### src/rtl/sig_mul_norm.sv
// Sequential significand multiplier with normalisation for the float multiply path.
// Shift-add over NSIG+1 cycles, one normalise cycle, then a held result until accepted.
module sig_mul_norm #(
  parameter int NEXP = 8,
  parameter int NSIG = 7
) (
  input  logic                clk,
  input  logic                rst_n,
  input  logic                in_valid,
  output logic                in_ready,
  input  logic [NSIG-1:0]     sigA,
  input  logic [NSIG-1:0]     sigB,
  input  logic                aZero,
  input  logic                bZero,
  output logic                out_valid,
  input  logic                out_ready,
  output logic [2*NSIG+1:0]   pSig,
  output logic                expInc
);

  localparam int PW = 2 * NSIG + 2;
  localparam int CW = $clog2(NSIG + 1);

  localparam logic [1:0] IDLE = 2'd0;
  localparam logic [1:0] MUL  = 2'd1;
  localparam logic [1:0] NORM = 2'd2;
  localparam logic [1:0] DONE = 2'd3;

  // The exponent width only keeps the parameter set uniform with its neighbours.
  if (NEXP < 1) begin : g_bad_nexp
    $error("sig_mul_norm: NEXP must be positive");
  end

  logic [1:0]    state;
  logic [NSIG:0] mcand;
  logic [NSIG:0] mplier;
  logic          zero;
  logic [PW-1:0] acc;
  logic [PW-1:0] addend;
  logic [CW-1:0] cnt;

  // Handshake: a transfer happens on any posedge where valid && ready; the
  // sender holds valid and data until that edge, and ready never depends on valid.
  assign in_ready = (state == IDLE);

  assign addend = {{(NSIG + 1){1'b0}}, mcand} << cnt;

  always_ff @(posedge clk or negedge rst_n) begin
    if (!rst_n) begin
      state     <= IDLE;
      mcand     <= '0;
      mplier    <= '0;
      zero      <= 1'b0;
      acc       <= '0;
      cnt       <= '0;
      pSig      <= '0;
      expInc    <= 1'b0;
      out_valid <= 1'b0;
    end else begin
      case (state)
        IDLE: begin
          if (in_valid) begin
            mcand  <= {1'b1, sigA};
            mplier <= {1'b1, sigB};
            zero   <= aZero | bZero;
            acc    <= '0;
            cnt    <= '0;
            state  <= MUL;
          end
        end
        MUL: begin
          if (mplier[0]) acc <= acc + addend;
          mplier <= mplier >> 1;
          cnt    <= cnt + CW'(1);
          if (cnt == CW'(NSIG)) state <= NORM;
        end
        NORM: begin
          // Product of two values in [1,2) lies in [1,4): at most one left shift.
          if (zero) begin
            pSig   <= '0;
            expInc <= 1'b0;
          end else if (acc[PW-1]) begin
            pSig   <= acc;
            expInc <= 1'b1;
          end else begin
            pSig   <= {acc[PW-2:0], 1'b0};
            expInc <= 1'b0;
          end
          state <= DONE;
        end
        DONE: begin
          if (out_valid && out_ready) begin
            out_valid <= 1'b0;
            state     <= IDLE;
          end else begin
            out_valid <= 1'b1;
          end
        end
        default: state <= IDLE;
      endcase
    end
  end

endmodule

### config.mk
export PLATFORM = sky130hd
export DESIGN_NAME = sig_mul_norm
export DESIGN_NICKNAME = d
export VERILOG_FILES = /design/src/rtl/sig_mul_norm.sv
export SDC_FILE = /design/constraint.sdc
export NUM_CORES = 1
export LEC_CHECK = 0
export ABC_AREA = 1
export BUFFER_PORTS_ARGS = -buffer_cell sky130_fd_sc_hd__buf_2
export CAP_MARGIN = 20
export CORE_ASPECT_RATIO = 0.6
export CORE_MARGIN = 2
export CORE_UTILIZATION = 45
export DETAILED_ROUTE_END_ITERATION = 8
export PLACE_DENSITY = 0.68
export SLEW_MARGIN = 20
export SYNTH_ARGS = -nofsm -noshare
export SYNTH_HDL_FRONTEND = slang
export SYNTH_SLANG_ARGS = --single-unit
### constraint.sdc
create_clock -name clk -period 3.02 [get_ports clk]
set_clock_uncertainty 0.15 [all_clocks]
set_input_delay 0.604 -clock clk [delete_from_list [all_inputs] [get_ports clk]]
set_output_delay 0.604 -clock clk [all_outputs]
set_load 0.05 [all_outputs]
==> run_results.csv <==
group,metric,value,unit
clocking,clk_pin_slew_worst_paths,80,ps
sta,min_period_over_period,0.915,
synthesis,yosys_warnings,0,
clocking,cts_tree,"built",
critical_path,crit_path_end,"acc[15]",
route,avgViaCountPerCell,5.03,
clocking,hold_buffers,0,
synthesis,yosysSeqAreaShare,0.388,
route,wire_per_inst,13.1,µm
clocking,cts_root_buf,"clkbuf_16",
grt,antenna_found_initial,0,
critical_path,worst-path-stages,13,
critical_path,r2r_slack,260,ps
power_and_ir_drop,power,4.55,mW
outcome,status,"complete, no violations",
sta,min_period,2760,ps
sta,whs,55.0,ps
critical_path,crit_buf_inv,1,
floorplan,die_h,73.4,µm
synthesis,syn-num-nets,541,
finish,drive_above_1_share,0.140,
finish,fin_nets,575,
critical_path,cp_slowest_cell,"dfrtp_1",
sta,drv_slew,0,
placement,io_buffer_count,38,
route,vias,3230,
sta,fmax,362,MHz
placement,post-dp-hpwl,6.68,mm
sta,rsz0062_at_grt,"false",
critical_path,cpPeakStageDelay,630,ps
floorplan,rows,25,
placement,gp_congestion,0.896,
synthesis,ys_ff_latch,56,
route,drtAntennaViolNets,0,
sta,tightest_slew,477,ps
synthesis,async_flop_share,1.00,
clocking,cts_buffers,5,
critical_path,path_max_fanout,14,
job,cap_violations,0,
critical_path,cp_common_cell,"nand2_1",
min_path,hp-class,"in2async",
sta,fin_setup_tns,0,ps
route,drc,0,
clocking,cts_num_sinks,56,
sta,hold_viol,0,
finish,final_core_util,0.520,
sta,setup_viol,0,
finish,area_growth,12.5,%
critical_path,crit_chain,"clkinvlp_4 > o21ai_0 > nor2_1 > ha_1 > nand2_1 > nor2_1 > nand3_1 > nand2_1 > nand2_1 > nand2_1 > nand3_1 > nand2_1 > nor2_1",
floorplan,core_area,7820,µm²
critical_path,worst-setup-path-type,"reg2reg",
synthesis,synth_cell_type_count,35,
grt,grt_pass1_vias,2977,
critical_path,rr_endpoint,"acc[15]",
route,firstDrtPassIters,5,
floorplan,die_w,120,µm
placement,pre_cts_ws,299,ps
floorplan,dieArea,8780,µm²
critical_path,worstSetupStartpoint,"cnt[1]",
critical_path,r2r_cells,13,
clocking,clock_latency,300,ps
floorplan,initial_core_util,0.462,
route,dr.first_iter.drc_count,258,
synthesis,synth_area_per_cell,7.24,µm²
synthesis,synthesis.area,3610,µm²
clocking,cts_htree_levels,2,
critical_path,critPathCaptureType,"register",
critical_path,critPathLaunchType,"register",
synthesis,synth_flop_cell,"dfrtp_1",
route,drt-total-wl,8.38,mm
critical_path,worst_ep_arrival_time,2800,ps
sta,worst_slack,256,ps
grt,grt_pass1_wl,14.4,mm
power_and_ir_drop,p_leak,2.21,nW
power_and_ir_drop,ir_drop,0.000375,V
synthesis,synth_edf_count,0,
synthesis,netlist_instances,499,
critical_path,crit_family,"simple AND/OR/NAND/NOR gates",
critical_path,critPathRequiredTime,3060,ps
clocking,clockBufferDepth,2,
floorplan,ios,39,
power_and_ir_drop,power_density,1120,nW/µm²
grt,grt_max_degree,29,
critical_path,reg2reg_from,"cnt[1]",
grt,grtUsageTotal,0.208,
grt,grt_overflow,0,
finish,antenna_cells,0,
sta,maxSlewHeadroom,0.681,
finish,n_fill_cell,783,
[layout make-up]
class,instances,area [µm²],share of cell area
timing repair buffer,42,220,0.0542
inverter,69,265,0.0653
multi-input combinational,359,1870,0.460
sequential,56,1400,0.345
clock buffer,5,125,0.0308
tap,108,135,0.0333
clock inverter,3,46.3,0.0114
[through the flow]
| stage | area, µm² | instances |
|---|---|---|
| finish | 4060 | 642 |
| global route | 4060 | 642 |
| CTS | 4060 | 642 |
| detailed placement | 3890 | 634 |
| global placement | 3890 | 634 |
| floorplan | 3610 | 499 |
[per-layer routing]
metal / share of wire / global-route usage / up-vias
met5: 0 / 0 / -
met4: 0.0097 / 0.0353 / 0
met3: 0.057 / 0.0380 / 10
met2: 0.39 / 0.300 / 77
met1: 0.55 / 0.325 / 1466
li1: - / - / 1677
[sequential cells by signal, summed over array words and instances (netlist names)]
register / count
mcand: 8
mplier: 8
state: 2
pSig: 16
out_valid: 1
acc: 16
expInc: 1
cnt: 3
zero: 1
[where the power goes]
group          total, mW  switching (mW)  internal [mW]
sequential          1.33           0.298           1.03
clock              0.685           0.288          0.397
combinational       2.54            1.75          0.788
[logic make-up (layout without fill, tap and decap cells)]
logic type / Yosys count / after routing / synth area share
AND/OR/NAND/NOR: 246 / 246 / 0.295
AO/OA/AOI/OAI: 88 / 88 / 0.136
adder cells (fa/ha/maj): 22 / 22 / 0.0783
multiplexers: 2 / 2 / 0.00554
XOR/XNOR: 1 / 1 / 0.00243
flip-flops: 56 / 56 / 0.388
buffers and inverters: 84 / 119 / 0.0942
[synthesized netlist by cell type, types with 2 or more instances]
cell type	number	area (µm²)
a21oi_1	14	70.1
nand2_1	148	556
clkbuf_1	5	18.8
nand3_1	24	120
inv_1	62	233
a31oi_1	8	50.1
nand4_1	3	18.8
o21ai_0	43	215
nand2_4	3	33.8
ha_1	21	263
buf_4	2	15.0
nand3b_1	5	37.5
mux2i_1	2	20.0
clkinv_1	2	7.51
nor3_1	3	15.0
dfrtp_1	56	1400
inv_2	4	15.0
and2_1	2	12.5
o22ai_1	16	100
buf_2	6	30.0
nand2_2	11	68.8
o21ai_1	4	20.0
nor2_1	43	161
[how the worst min path moves through the flow]
stage | slack (ps) | endpoint
floorplan | 160 | acc[0]
global placement | 310 | mcand[7]
detailed placement | 340 | mcand[7]
CTS | 70 | mcand[3]
global route | 70 | mcand[6]
finish | 50 | mcand[3]
[cell usage in the layout, fill, tap and decap left out, types with 14 or more instances in the layout]
master / netlist / layout
a21oi_1: 14 / 14
buf_2: 6 / 38
dfrtp_1: 56 / 56
ha_1: 21 / 21
inv_1: 62 / 62
nand2_1: 148 / 148
nand3_1: 24 / 24
nor2_1: 43 / 43
o21ai_0: 43 / 43
o22ai_1: 16 / 16
[repair_timing]
action                                  in CTS  in global routing
resized for setup                            0                  1
endpoints found under the setup margin       0                  2
setup buffers                                0                  0
Power figures use the tool's default switching activity.
